`config.mk`:
```
export PLATFORM = sky130hd
export DESIGN_NAME = mod_shift_reg
export DESIGN_NICKNAME = d
export VERILOG_FILES = /design/src/rtl/mod_shift_pkg.sv /design/src/rtl/mod_shift_ctrl.sv /design/src/rtl/mod_shift_reg.sv
export SDC_FILE = /design/constraint.sdc
export NUM_CORES = 1
export LEC_CHECK = 0
export ABC_AREA = 1
export ABC_CLOCK_PERIOD_IN_PS = 1600
export CORE_MARGIN = 5
export CORE_UTILIZATION = 40
export DETAILED_ROUTE_END_ITERATION = 10
export GPL_TIMING_DRIVEN = 0
export HOLD_SLACK_MARGIN = 0.08
export PLACE_DENSITY = 0.64
export SLEW_MARGIN = 30
export SYNTH_ARGS = -nofsm -noshare
export SYNTH_HDL_FRONTEND = slang
export SYNTH_SLANG_ARGS = --single-unit
```
`constraint.sdc`:
```
create_clock -name clk -period 1.6 [get_ports clk]
set_clock_uncertainty 0.05 [all_clocks]
set_input_delay 0.24 -clock clk [delete_from_list [all_inputs] [get_ports clk]]
set_output_delay 0.24 -clock clk [all_outputs]
set_load 0.005 [all_outputs]
```
`src/rtl/mod_shift_pkg.sv`:
```
// Shared encodings and defaults for the shift-register block.
package mod_shift_pkg;
    localparam int DW_DEF = 256;
    localparam int WW_DEF = 16;

    typedef enum logic [1:0] {
        OP_LOAD = 2'b00,
        OP_SHR  = 2'b01,
        OP_SHL  = 2'b10,
        OP_CLR  = 2'b11
    } op_e;

    typedef enum logic {
        IDLE  = 1'b0,
        SHIFT = 1'b1
    } state_e;
endpackage

```
`src/rtl/mod_shift_ctrl.sv`:
```
// Command FSM: accepts commands, sequences multi-cycle shifts, emits done.
module mod_shift_ctrl
    import mod_shift_pkg::*;
#(
    parameter int DW = DW_DEF,
    parameter int CW = $clog2(DW + 1)
) (
    input  logic          clk,
    input  logic          rst_n,
    input  logic          i_cmd_valid,
    input  logic [1:0]    i_cmd_op,
    input  logic [CW-1:0] i_cmd_cnt,
    input  logic          i_stall,
    output logic          o_cmd_ready,
    output logic          o_busy,
    output logic          o_done,
    output logic          o_accept,
    output logic          o_shift_en,
    output logic          o_shift_left
);
    localparam logic [CW-1:0] DW_CNT  = CW'(DW);
    localparam logic [CW-1:0] CNT_ONE = CW'(1);

    state_e        r_state;
    logic [CW-1:0] r_remaining;
    logic          r_done;
    logic          r_left;

    logic          w_accept;
    logic          w_is_shift;
    logic [CW-1:0] w_cnt_clamp;

    assign w_accept    = i_cmd_valid && (r_state == IDLE);
    assign w_is_shift  = (i_cmd_op == OP_SHR) || (i_cmd_op == OP_SHL);
    assign w_cnt_clamp = (i_cmd_cnt > DW_CNT) ? DW_CNT : i_cmd_cnt;

    always_ff @(posedge clk or negedge rst_n) begin
        if (!rst_n) begin
            r_state     <= IDLE;
            r_remaining <= '0;
            r_done      <= 1'b0;
            r_left      <= 1'b0;
        end else begin
            r_done <= 1'b0;
            if (r_state == IDLE) begin
                if (w_accept) begin
                    // Zero-count shifts, loads and clears finish at the accept edge.
                    if (w_is_shift && (i_cmd_cnt != '0)) begin
                        r_state     <= SHIFT;
                        r_remaining <= w_cnt_clamp;
                        r_left      <= (i_cmd_op == OP_SHL);
                    end else begin
                        r_done <= 1'b1;
                    end
                end
            end else if (!i_stall) begin
                r_remaining <= r_remaining - CNT_ONE;
                if (r_remaining == CNT_ONE) begin
                    r_state <= IDLE;
                    r_done  <= 1'b1;
                end
            end
        end
    end

    assign o_cmd_ready  = (r_state == IDLE);
    assign o_busy       = (r_state == SHIFT);
    assign o_done       = r_done;
    assign o_accept     = w_accept;
    assign o_shift_en   = (r_state == SHIFT) && !i_stall;
    assign o_shift_left = r_left;
endmodule

```
`src/rtl/mod_shift_reg.sv`:
```
// Wide shift register with word load, clear and multi-cycle serial shifts.
module mod_shift_reg
    import mod_shift_pkg::*;
#(
    parameter int DW = DW_DEF,
    parameter int WW = WW_DEF,
    parameter int CW = $clog2(DW + 1)
) (
    input  logic          clk,
    input  logic          rst_n,
    input  logic          cmd_valid,
    output logic          cmd_ready,
    input  logic [1:0]    cmd_op,
    input  logic [CW-1:0] cmd_cnt,
    input  logic [WW-1:0] word_in,
    input  logic          ser_in,
    input  logic          stall,
    output logic [DW-1:0] regout,
    output logic          shout,
    output logic          busy,
    output logic          done,
    output logic          zero
);
    logic [DW-1:0] r_reg;
    logic          r_shout;

    logic          w_accept;
    logic          w_shift_en;
    logic          w_left;

    mod_shift_ctrl #(
        .DW (DW),
        .CW (CW)
    ) u_ctrl (
        .clk          (clk),
        .rst_n        (rst_n),
        .i_cmd_valid  (cmd_valid),
        .i_cmd_op     (cmd_op),
        .i_cmd_cnt    (cmd_cnt),
        .i_stall      (stall),
        .o_cmd_ready  (cmd_ready),
        .o_busy       (busy),
        .o_done       (done),
        .o_accept     (w_accept),
        .o_shift_en   (w_shift_en),
        .o_shift_left (w_left)
    );

    always_ff @(posedge clk or negedge rst_n) begin
        if (!rst_n) begin
            r_reg   <= '0;
            r_shout <= 1'b0;
        end else if (w_accept && (cmd_op == OP_LOAD)) begin
            r_reg <= {word_in, r_reg[DW-1:WW]};
        end else if (w_accept && (cmd_op == OP_CLR)) begin
            r_reg   <= '0;
            r_shout <= 1'b0;
        end else if (w_shift_en) begin
            // The bit falling off the end lands in shout.
            if (w_left) {r_shout, r_reg} <= {r_reg, ser_in};
            else        {r_reg, r_shout} <= {ser_in, r_reg};
        end
    end

    assign regout = r_reg;
    assign shout  = r_shout;
    assign zero   = (r_reg == '0);
endmodule
```
Word-level counts from Yosys, hierarchy flattened
Cells that the tools add are included.
W data, S select, Z words.
{"block": "op_classes", "addsub": 1, "n_lt_le_gt_ge": 1, "n_eq_ne": 5, "muxes": 22, "n_bitwise": 2, "reduce_logical": 17}
{"op": "$mux W256", "n": 4}
{"op": "$logic_not A256 Y1", "n": 1}
{"op": "$mux W9", "n": 5}
{"op": "$mux W1", "n": 13}
{"op": "$eq A9 B1 Y1 const B", "n": 1}
{"op": "$gt A9 B9 Y1 const B", "n": 1}
{"op": "$reduce_bool A9 Y1", "n": 1}
{"op": "$sub A9 B1 Y9 const B", "n": 1}
{"op": "$reduce_and A3 Y1", "n": 2}
{"op": "$reduce_bool A2 Y1", "n": 3}
{"op": "$logic_and A1 B1 Y1", "n": 5}
{"op": "$eq A2 B2 Y1 const B", "n": 2}
{"op": "$reduce_bool A3 Y1", "n": 1}
{"op": "$eq A2 B1 Y1 const B", "n": 1}
{"op": "$logic_not A2 Y1", "n": 1}
{"op": "$ne A2 B2 Y1 const B", "n": 1}
{"op": "$not A1 Y1", "n": 2}
{"op": "$reduce_and A2 Y1", "n": 1}
{"op": "$logic_not A1 Y1", "n": 1}
{"op": "$logic_or A1 B1 Y1", "n": 1}
{"block": "totals", "reg_bits": 269, "word_cells": 54}

Longest topological paths before layout
Gate-level depths: netlist of the first run.
{"block": "logic_depth", "depth_word": 6, "mapped_depth": 11, "ltp_nobuf": 9}

Cells and area by module
Synthesis of the first run repeated with hierarchy kept, for this count alone.
{"block": "hier_totals", "hier_cells": 2060, "area_unflattened_um2": 15494.9}
{"module": "mod_shift_reg", "instances": 1, "cells_per_inst": 1908, "area_each_um2": 14540.2}
{"module": "mod_shift_ctrl", "instances": 1, "cells_per_inst": 152, "area_each_um2": 954.7}

Worst setup path before layout of the first run
Ideal clock, no wire load.
{"block": "synth_timing", "kind": "register to register", "start": "register u_ctrl.r_state, in the netlist u_ctrl.o_busy", "end": "register r_reg[131], in the netlist regout[131]", "setup_ns": 0.138, "arrival_time_ns": 1.427, "t_required_ns": 1.412, "setup_slack_ns": -0.015, "path_stages_with_launch": 12, "n_path_buf": 3, "cell_sequence": "dfrtp_1 buf_6 inv_4 nand2_4 nor2_2 nor2_8 nand2_4 inv_2 buf_6 buf_6 nand2_1 o211ai_1"}
{"block": "synth_between", "elab_chain_len": 5, "word_cells_on_any_way": 8, "cone_classes": "mux (2); bitwise (1); reduce/logical (5)"}
{"element": "from (decl)", "line_no": "mod_shift_ctrl.sv:24", "text": "state_e r_state;"}
{"element": "from (signal assigned)", "line_no": "mod_shift_ctrl.sv:39", "text": "r_state <= IDLE;"}
{"element": "from (signal assigned)", "line_no": "mod_shift_ctrl.sv:49", "text": "r_state <= SHIFT;"}
{"element": "from (signal assigned)", "line_no": "mod_shift_ctrl.sv:59", "text": "r_state <= IDLE;"}
{"element": "$not A1 Y1 (no source line)"}
{"element": "$logic_and A1 B1 Y1", "line_no": "mod_shift_ctrl.sv:33", "text": "assign w_accept = i_cmd_valid && (r_state == IDLE);"}
{"element": "$logic_and A1 B1 Y1", "line_no": "mod_shift_reg.sv:55", "text": "end else if (w_accept && (cmd_op == OP_CLR)) begin"}
{"element": "$mux W256", "line_no": "mod_shift_reg.sv:55"}
{"element": "$mux W256", "line_no": "mod_shift_reg.sv:53", "text": "end else if (w_accept && (cmd_op == OP_LOAD)) begin"}
{"element": "to (signal assigned)", "line_no": "mod_shift_reg.sv:54", "text": "r_reg <= {word_in, r_reg[DW-1:WW]};"}
{"element": "to (signal assigned)", "line_no": "mod_shift_reg.sv:60", "text": "if (w_left) {r_shout, r_reg} <= {r_reg, ser_in};"}
{"element": "to (signal assigned)", "line_no": "mod_shift_reg.sv:61", "text": "else {r_reg, r_shout} <= {ser_in, r_reg};"}
{"element": "to (decl)", "line_no": "mod_shift_reg.sv:24", "text": "logic [DW-1:0] r_reg;"}
Parallel ways exist; a longest one is shown, timed or not.
A chain may end at the register's enable or synchronous reset.

Worst setup path in the final report of the first run
{"block": "layout_timing", "start": "register r_reg[253], in the netlist regout[253]", "end": "output port zero"}
{"block": "layout_between", "elab_chain_len": 1}
{"element": "$logic_not A256 Y1", "line_no": "mod_shift_reg.sv:67", "text": "assign zero = (r_reg == '0);"}
{"element": "to (decl)", "line_no": "mod_shift_reg.sv:22", "text": "output logic zero"}
Every way passes these cells.

==> run_results.csv, run 1 <==
group,metric,value,unit
worst_setup_path,reg2reg_from,"u_ctrl.o_busy$_DFF_PN0_",
die,die-height,206,µm
placement,post-place-ws,-1050,ps
finish,fillers,2456,
worst_setup_path,crit_path_end_kind,"output pin",
timing,tightest_slew,603,ps
pwr,p_switching,29.4,mW
clock_tree,cts-root-buf,"clkbuf_16",
worst_setup_path,arrival,2240,ps
global_routing,antenna_found_initial,5,
timing,hold_viol,0,
timing,max_slew_margin,59.8,%
synth,synth-main-ff-cell,"dfrtp_1",
worst_setup_path,crit_type,"reg2out",
die,core_area,37800,µm²
synth,ys_warn_count,0,
timing,min_period_over_period,158,%
worst_setup_path,crit_path_max_incr_delay,410,ps
synth,syn_nets,2017,
placement,numPortBuffers,292,
die,die_w,206,µm
die,io_pins,293,
drt,drc,0,
finish,post-route-util,74.0,%
pwr,p_leak,13.0,nW
synth,yosysTopAreaCell,"dfrtp_1",
finish,nets,2859,
placement,place_congestion,0.952,
synth,synth_cell_types,32,
drt,routed_wl,87.8,mm
status,outcome,"complete, but fails checks",
pwr,comb_power_share,68.4,%
min_path,hp-class,"in2async",
worst_setup_path,reg2regPathDepth,14,
worst_setup_path,r2r_setup_slack,-500,ps
drt,vias_per_cell,6.22,
clock_tree,cts-buffers-inserted,31,
die,die_area,42300,µm²
worst_setup_path,crit_fanout,4,
synth,synth_top_area_share,43.9,%
finish,area_delta_synth_final,82.2,%
worst_setup_path,critical_path.slowest_cell,"dfrtp_1",
status,failed_checks,"negative setup slack",
synth,synth_area_leaders,"dfrtp_1 44%, nand2_1 15%, o221ai_1 10%",
job,maxCapViolations,0,
pwr,p_seq_share,19.9,%
global_routing,grt_pass1_wl,127,mm
synth,synth_area,15300,µm²
drt,vias,20900,
clock_tree,insertion_delay,580,ps
worst_setup_path,path_cells,"inv_1 > nand2_1 > nor2_1 > nand2_1 > nor2_1 > nand2_1 > nor2_2 > nand2_2 > nor2_4 > buf_6",
die,initial_utilization,40.6,%
clock_tree,clkTransAtPathRegs,60,ps
timing,clock.fmax,0.395,GHz
pwr,clockPowerShare,11.7,%
placement,dp.final_hpwl,48.2,mm
timing,fin_ws,-934,ps
timing,fin_tns_setup,-97500,ps
pwr,p_int,34.0,mW
synth,ys_seq_area_share,43.9,%
finish,final_layout_size_suffix_gt1_share,46.6,%
finish,multi_input_area,9320,µm²
die,rows,71,
worst_setup_path,cp-start-kind,"flop",
clock_tree,max-clock-path-buffers,3,
drt,wl_per_cell,26.2,µm
clock_tree,htree_levels,1,
drt,drt_iter0_markers,3133,
worst_setup_path,critPathRequiredTime,1310,ps
worst_setup_path,crit_top_cell,"nand2_1",
global_routing,grt_max_degree,85,
global_routing,grt_pass1_vias,20900,
synth,yosys_register_bits,269,
pwr,ir_worst_vdd,1.67,mV
timing,grt_setup_unrepaired,"true",
timing,finalCriticalPeriod,2530,ps
drt,dr.pass1.iters,6,
drt,ant_nets,0,
global_routing,grt_use_total,39.1,%
pwr,netSwitchingFraction,46.4,%
synth,async_flop_share,100,%
synth,avgSynthCellArea,7.74,µm²
global_routing,grt-ovfl-total,0,
clock_tree,cts_tree,"built",
pwr,power.density,2270,nW/µm²
synth,synthCells,1980,
timing,setup_viol,388,
finish,layout.area.seq,6850,µm²
synth,synth-edff-count,0,
timing,final_max_slew_viol_count,0,
worst_setup_path,r2r-end,"regout[115]$_DFFE_PN0P_",
clock_tree,clock_sinks,269,
[layout make-up]
class                   count  share of cell area (%)
multi-input cells        1376                    33.3
repair buffers            813                    29.2
flip-flops and latches    269                    24.5
plain buffers             134                    4.35
clock buffers              45                    3.14
inverters                 197                    2.74
well taps                 511                    2.29
clock inverters             9                   0.443
diodes                      1                 0.00896
[power groups by stage]
stage	clock network, mW	registers, mW	logic [mW]
2_1_floorplan	0	12.5	12.0
3_3_place_gp	0	13.8	22.8
3_5_place_dp	0	13.8	23.1
4_1_cts	7.27	12.2	38.8
5_1_grt	7.58	12.8	45.1
6_report	7.40	12.6	43.3
[state kept, by name, indices dropped and copies added (netlist names)]
register	flops
u_ctrl.r_remaining	9
u_ctrl.o_shift_left	1
regout	256
u_ctrl.o_busy	1
shout	1
u_ctrl.o_done	1
[critical path: cells and delay by family (launching register included)]
family | cells | cell delay (ps)
buffers and inverters | 2 | 270
AND/OR/NAND/NOR | 8 | 1000
flip-flops | 1 | 410
[synth_stat cells, types with 3 or more instances]
| cell type | number |
|---|---|
| buf_2 | 59 |
| mux2i_1 | 52 |
| nand2_1 | 621 |
| dfrtp_1 | 269 |
| nor2_1 | 173 |
| o22ai_1 | 3 |
| a21oi_1 | 16 |
| ha_1 | 5 |
| clkbuf_1 | 56 |
| nand4_1 | 23 |
| inv_1 | 193 |
| buf_4 | 16 |
| a31oi_1 | 16 |
| o221ai_1 | 175 |
| o211ai_1 | 82 |
| nand3_1 | 38 |
| o21ai_0 | 156 |
| nor3_1 | 3 |
| buf_6 | 6 |
[layout by cell type (no fill, tap or decap), drive strengths merged]
| master | n |
|---|---|
| dlygate4sd2 | 26 |
| dfrtp | 269 |
| nand4 | 23 |
| or2 | 1 |
| xor2 | 2 |
| bufinv | 3 |
| buf | 730 |
| nand2 | 624 |
| ha | 5 |
| diode | 1 |
| o221ai | 175 |
| xnor2 | 1 |
| o22ai | 3 |
| o211ai | 82 |
| a21oi | 16 |
| clkdlybuf4s15 | 103 |
| nor2 | 177 |
| mux2i | 52 |
| and2 | 1 |
| inv | 197 |
| o21ai | 156 |
| dlygate4sd3 | 1 |
| nand3 | 38 |
| clkbuf | 102 |
| nor3 | 3 |
| clkinv | 6 |
| a31oi | 16 |
| a21o | 1 |
| clkdlybuf4s50 | 30 |
[layer usage]
layer  global-route usage, %  share of wire [%]  up-vias
met1                    48.4                 34     9926
met4                    26.3                8.8        8
met2                    58.8                 43     1867
met5                       0              0.057        -
met3                    11.9                 14      600
li1                        -                  -     8478
[worst max path at each step]
stage / startpoint / endpoint / slack, ps / cells after the start
detailed placement: u_ctrl.o_shift_left$_DFFE_PN0P_ / shout$_DFFE_PN0P_ / -1050 / 7
global placement: rst_n / regout[92]$_DFFE_PN0P_ / -12010 / 1
finish: regout[253]$_DFFE_PN0P_ / zero / -930 / 10
floorplan: u_ctrl.o_busy$_DFF_PN0_ / regout[131]$_DFFE_PN0P_ / -0.8 / 11
global route: regout[94]$_DFFE_PN0P_ / zero / -960 / 10
CTS: regout[129]$_DFFE_PN0P_ / zero / -750 / 8
[cells by family after synthesis]
| group | synth area share (%) |
|---|---|
| multiplexers | 3.39 |
| buffers and inverters | 9.41 |
| AO/OA/AOI/OAI | 20.5 |
| AND/OR/NAND/NOR | 22.3 |
| XOR/XNOR | 0.171 |
| flip-flops | 43.9 |
| adder cells (fa/ha/maj) | 0.408 |
[repair_timing]
action                     in CTS  in global routing
hold buffers                    1                  0
gates resized for setup      1651                276
setup endpoints to repair     528                478
pin swaps                      33                 36
gates cloned                   29                  2
setup buffers                 455                 60
hold endpoints to repair       69                  0
[metrics by stage]
stage                     area [µm²]  cells  power [mW]  hold WS, ps
after floorplan                15400   1980        24.4         -106
after CTS                      27000   3324        58.3          197
after detailed placement       19000   2786        36.9          212
final                          27900   3355        63.3          195
after global placement         18900   2783        36.6          467
after global routing           27900   3354        65.4          240
No activity file was read; power rests on OpenSTA's default activity.
==> run 2, diff against run 1 <==
--- a/config.mk
+++ b/config.mk
@@ -13,7 +13,7 @@
 export GPL_TIMING_DRIVEN = 0
 export HOLD_SLACK_MARGIN = 0.08
 export PLACE_DENSITY = 0.64
-export SLEW_MARGIN = 30
+export SLEW_MARGIN = 20
 export SYNTH_ARGS = -nofsm -noshare
 export SYNTH_HDL_FRONTEND = slang
 export SYNTH_SLANG_ARGS = --single-unit
==> run 2 against run 1 <==
Effect of this change:
- setup slack gained 34 ps
- first-iteration DRC count is 7.7% lower
- hold slack better by 12 ps
- highest routed layer is now met4
- via count is 0.21% higher
- global-route usage up 0.19 points
- count of clock-buffer cells in the layout is 3 higher
- the flow still finishes with violations (negative setup slack)
==> run_results.csv, run 2 (synthesis results as in run 1) <==
group,metric,value,unit
die,rows,71,
finish,fillers,2476,
finish,layout_commonest_cell,"nand2_1",
timing,setup_viol,399,
timing,fin_ws,-900,ps
finish,post-route-util,73.8,%
drt,drt_iter0_markers,2891,
clock_tree,htree_levels,1,
worst_setup_path,cp-start-kind,"flop",
global_routing,antenna_found_initial,1,
placement,dp.final_hpwl,48.1,mm
drt,dr.pass1.iters,6,
pwr,power.density,2270,nW/µm²
finish,largest_register_ffs,256,
job,maxCapViolations,0,
finish,area_delta_synth_final,81.6,%
timing,fin_tns_setup,-83720,ps
die,initial_utilization,40.6,%
global_routing,grt_pass1_wl,128,mm
finish,layout_common_cells,"527 x nand2_1, 331 x buf_6, 226 x buf_4",
clock_tree,insertion_delay,590,ps
drt,ant_nets,0,
clock_tree,clkTransAtPathRegs,60,ps
finish,multi_input_area,9210,µm²
timing,finalCriticalPeriod,2500,ps
worst_setup_path,crit_fanout,4,
timing,min_period_over_period,156,%
die,die-height,206,µm
drt,vias,20900,
clock_tree,cts_tree,"built",
clock_tree,cts-buffers-inserted,31,
worst_setup_path,arrival,2210,ps
worst_setup_path,path_cells,"inv_2 > nand2_1 > nor2_1 > nand3_1 > nor2_2 > nand2_2 > nor2_4 > nand2_2 > nor2_4 > buf_2",
timing,hold_viol,0,
drt,vias_per_cell,6.24,
status,failed_checks,"negative setup slack",
timing,tightest_slew,766,ps
pwr,finalPower,63.3,mW
drt,wl_per_cell,26.2,µm
drt,drc,0,
worst_setup_path,crit_path_max_incr_delay,400,ps
timing,clock.fmax,0.400,GHz
finish,layout.area.seq,6840,µm²
worst_setup_path,crit_path_end_kind,"output pin",
die,die_w,206,µm
drt,routed_wl,87.8,mm
timing,grt_setup_unrepaired,"true",
worst_setup_path,critical_path.slowest_cell,"dfrtp_1",
worst_setup_path,critPathRequiredTime,1310,ps
die,die_area,42300,µm²
die,io_pins,293,
global_routing,grt_max_degree,94,
global_routing,grt_pass1_vias,21100,
worst_setup_path,r2r_setup_slack,-500,ps
worst_setup_path,crit_type,"reg2out",
status,outcome,"complete, but fails checks",
pwr,p_leak,13.0,nW
finish,final_layout_size_suffix_gt1_share,48.0,%
clock_tree,cts-root-buf,"clkbuf_16",
min_path,hp-class,"in2reg",
pwr,ir_worst_vdd,1.80,mV
die,core_area,37800,µm²
timing,max_slew_margin,49.0,%
timing,final_max_slew_viol_count,0,
placement,numPortBuffers,292,
global_routing,grt_use_total,39.3,%
finish,nets,2856,
global_routing,grt-ovfl-total,0,
clock_tree,clock_sinks,269,
clock_tree,max-clock-path-buffers,3,
placement,place_congestion,0.952,
[run 2: final timing paths]
kind                            cells after the start               startpoint                 endpoint
worst max-delay path                               10   regout[88]$_DFFE_PN0P_                     zero
worst min-delay path                                3               word_in[2]  regout[242]$_DFFE_PN0P_
worst max register to register                     12  u_ctrl.o_busy$_DFF_PN0_  regout[245]$_DFFE_PN0P_
worst min register to register                      2        shout$_DFFE_PN0P_        shout$_DFFE_PN0P_
max in group asynchronous                           3                    rst_n   regout[82]$_DFFE_PN0P_
min in group asynchronous                           2                    rst_n  regout[205]$_DFFE_PN0P_
[run 2: stage by stage]
stage          instances  cell area [µm²]  setup WS, ps  hold slack [ps]
2_1_floorplan       1980            15400        -0.842             -106
3_3_place_gp        2783            18900        -12010              467
3_5_place_dp        2785            19000         -1060              271
4_1_cts             3343            27300          -772              189
5_1_grt             3354            27800          -876              222
6_report            3355            27800          -900              207
[run 2: final cells by class]
class	instances	share of cell area (%)
antenna	2	0.0180
buffer	130	4.19
clock buffer	48	3.37
clock inverter	8	0.261
inverter	197	2.74
multi-input combinational	1375	33.1
sequential	269	24.6
tap	511	2.30
timing repair buffer	814	29.4
timing repair inverter	1	0.0584
[run 2: worst max-delay path: cells and delay by family, from the launching register on]
family	cells	cell delay, ps
flip-flops	1	400
AND/OR/NAND/NOR	8	960
buffers and inverters	2	250
[run 2: power breakdown]
part | total, mW | leakage, nW | switching (mW) | internal (mW)
clock network | 7.35 | 0.505 | 3.18 | 4.17
logic | 43.3 | 9.07 | 23.3 | 20.0
registers | 12.6 | 3.44 | 2.87 | 9.78
[run 2: repair_timing]
item,CTS,global route
setup buffers,472,76
setup endpoints to repair,528,463
gates resized for setup,1770,318
hold endpoints to repair,85,0
pin swaps,23,33
cloned,31,0
hold buffers,1,0
[run 2: layer usage]
metal | vias to the layer above | wire, µm | GRT usage (%) | part of all wire (%)
li1 | 8456 | - | - | -
met1 | 9953 | 30400 | 48.8 | 35
met2 | 1928 | 37600 | 59.0 | 43
met3 | 585 | 12300 | 12.6 | 14
met4 | 0 | 7540 | 25.0 | 8.6
met5 | - | 0 | 0 | 0
==> edit, RTL diff (flow settings as in run 1) <==
Change the package constant `WW_DEF` from 16 to 32.
--- a/src/rtl/mod_shift_pkg.sv
+++ b/src/rtl/mod_shift_pkg.sv
@@ -3,3 +3,3 @@
     localparam int DW_DEF = 256;
-    localparam int WW_DEF = 16;
+    localparam int WW_DEF = 32;
 
Interface: changed (resized word_in); port bits go from 293 to 309. The function was not compared with the original's and may differ.
==> edit against run 1 <==
The flow still finishes with violations (negative setup slack). Wire length up 9.3%. Critical path depth fell by 2. Non-clock buffer count is 50 lower. Die area is 0.54% higher. Cell area grew 0.43%. Final cell count rose by 1.0%. First-iteration DRC count is 4.6% lower. Area after synthesis is 0.56% higher. Sequential cell count stayed put. Setup slack better by 0.075 ns. Total power up 0.45%. Highest routed layer unchanged.
==> edit: results (changes against run 1) <==
delay of the slowest cell on the worst path=about 0.42 ns; port bufs=308 (+5.5%); initial antenna violation count=4 (-1); pre-CTS setup slack=-1.244 ns (-0.1924 ns); Synth Area per Inst=7.496 µm² (-3.2%); Slew HR=51.80% (-8.0 points); worst r2r src=u_ctrl.o_busy; slowest CP cell=dfrtp_2; DRC Markers=0 (unchanged); vias in the first global route=21.52k (+2.9%); VDD IR max=0.001157 V (-31%); DR iter-0 viols=2989 (-4.6%); GR Util All Layers=42.92% (+3.8 points); Synthesis Warnings=0 (unchanged); synth cell count leaders=nand2_1 (665), dfrtp_1 (269), o21ai_0 (202); Reg2Reg Capture Point=regout[147]; final setup fails=322 (-17%); path type of the worst min-delay path=in2async; Avg WL per Cell=28.32 µm (+8.2%); Post-synth ARST share=100.0% (unchanged); area post-placement=19240 µm² (+1.3%); CP max FO=2 (-2); Net Count, Synth=2110 (+4.6%); Via density=6.321 (+1.6%); WP data arrival=2.17 ns (-0.07 ns); register area share after synthesis=43.66% (-0.25 points); Leak=13.00 nW (about the same); CTS HTree Levels=2 (+1); layout cells sized above 1=45.05% (-1.5 points); pin count of the biggest net entering global routing=82 (-3.5%); Post-Route Setup TNS=-87.21 ns (+10.29 ns); final worst slack=-0.8582 ns (+0.07549 ns); max FFs per register=256 (unchanged); Worst R2R Path Depth=15 (+1); global-route wire length before repair=136700 µm (+7.3%); Netlist cell types=30 (-6.3%); Worst-Skew Late Latency=0.55 ns (-0.03 ns); Finished Layout Cells=3390 (+1.0%); CTS clk-pin slew, worst paths=0.07 ns; clock root buffer=clkbuf_16; DP HPWL=55550 µm (+15%); Bufs on Longest Clock Path=3 (unchanged); status=complete, but fails checks; Worst R2R Setup Slack=-0.50 ns (about the same); failing checks=negative setup slack; Initial DRT Pass Iterations=9 (+3); layout net count=2900 (+1.4%); routability cong.=0.9938 (+4.4%); largest cells by area after synthesis=dfrtp_1 (44%), nand2_1 (16%), o221ai_1 (9.7%); Inserted Clock Buffers=34 (+9.7%)
==> edit: changes by cell type after synthesis, moves of 5 or more <==
cell / change
a31oi_1: +16
mux2i_1: -34
buf_6: +5
a21oi_1: +8
nor2_1: +24
o211ai_1: -28
buf_2: -8
nand2_1: +44
o21ai_0: +46
buf_1: +8
==> edit: timing repair <==
item	4_1_cts	5_1_grt
setup endpoints to repair	528	475
pin swaps	28	33
hold endpoints to repair	188	0
gates resized for setup	1561	453
gates cloned	30	3
setup buffers	446	71
hold buffers	1	0
==> edit: metal layers <==
metal | track usage [%] | share of wire [%]
met1 | 51.37 | 33
met2 | 64.21 | 42
met3 | 15.28 | 15
met4 | 30.25 | 9.5
met5 | 0 | 0.028
==> edit: where the power goes <==
group	leakage, nW	internal, mW	switching [mW]
Clock	0.553	4.76	3.41
Sequential	3.31	9.81	2.67
Combinational	9.14	18.9	24.1
==> edit: how the worst max path moves through the flow <==
stage                        from           to  slack [ns]  depth (start not counted)
global route           regout[61]         zero       -0.91                          8
finish                 regout[61]         zero       -0.86                          8
global placement            rst_n  regout[251]      -12.13                          1
detailed placement      cmd_op[0]  regout[119]       -1.24                          9
floorplan           u_ctrl.o_busy  regout[146]        0.01                         11
CTS                   regout[219]         zero       -0.73                         10
==> edit: area by class of cell <==
cell class,count,area [µm²]
diodes,2,5.005
fillers,2728,10320
clock buffers,50,1025
repair buffers,765,7642
well taps,518,648.1
flip-flops and latches,269,6860
clock inverters,9,97.59
inverters,201,797.0
multi-input cells,1444,9746
plain buffers,132,1234
==> edit: worst max-delay path, delay by kind of cell (launching register included) <==
kind / cells / cell delay, ns
AND/OR/NAND/NOR: 7 / 1.06
flip-flops: 1 / 0.42
buffers and inverters: 1 / 0.13
==> edit: cell families (layout without fill, tap and decap cells) <==
family	Yosys count	after routing	share of synthesized area [%]
adder cells (fa/ha/maj)	5	5	0.4057
XOR/XNOR	3	3	0.1704
AO/OA/AOI/OAI	487	487	21.15
other	0	2	0
flip-flops	269	269	43.66
AND/OR/NAND/NOR	931	931	23.72
buffers and inverters	344	1157	9.730
multiplexers	18	18	1.169
==> edit: metrics by stage <==
stage / total power [mW] / hold slack (ns)
3_5_place_dp: 37.13 / 0.1400
3_3_place_gp: 36.86 / 0.4238
5_1_grt: 65.36 / 0.1976
4_1_cts: 58.65 / 0.1918
2_1_floorplan: 24.27 / -0.1056
6_report: 63.63 / 0.1428
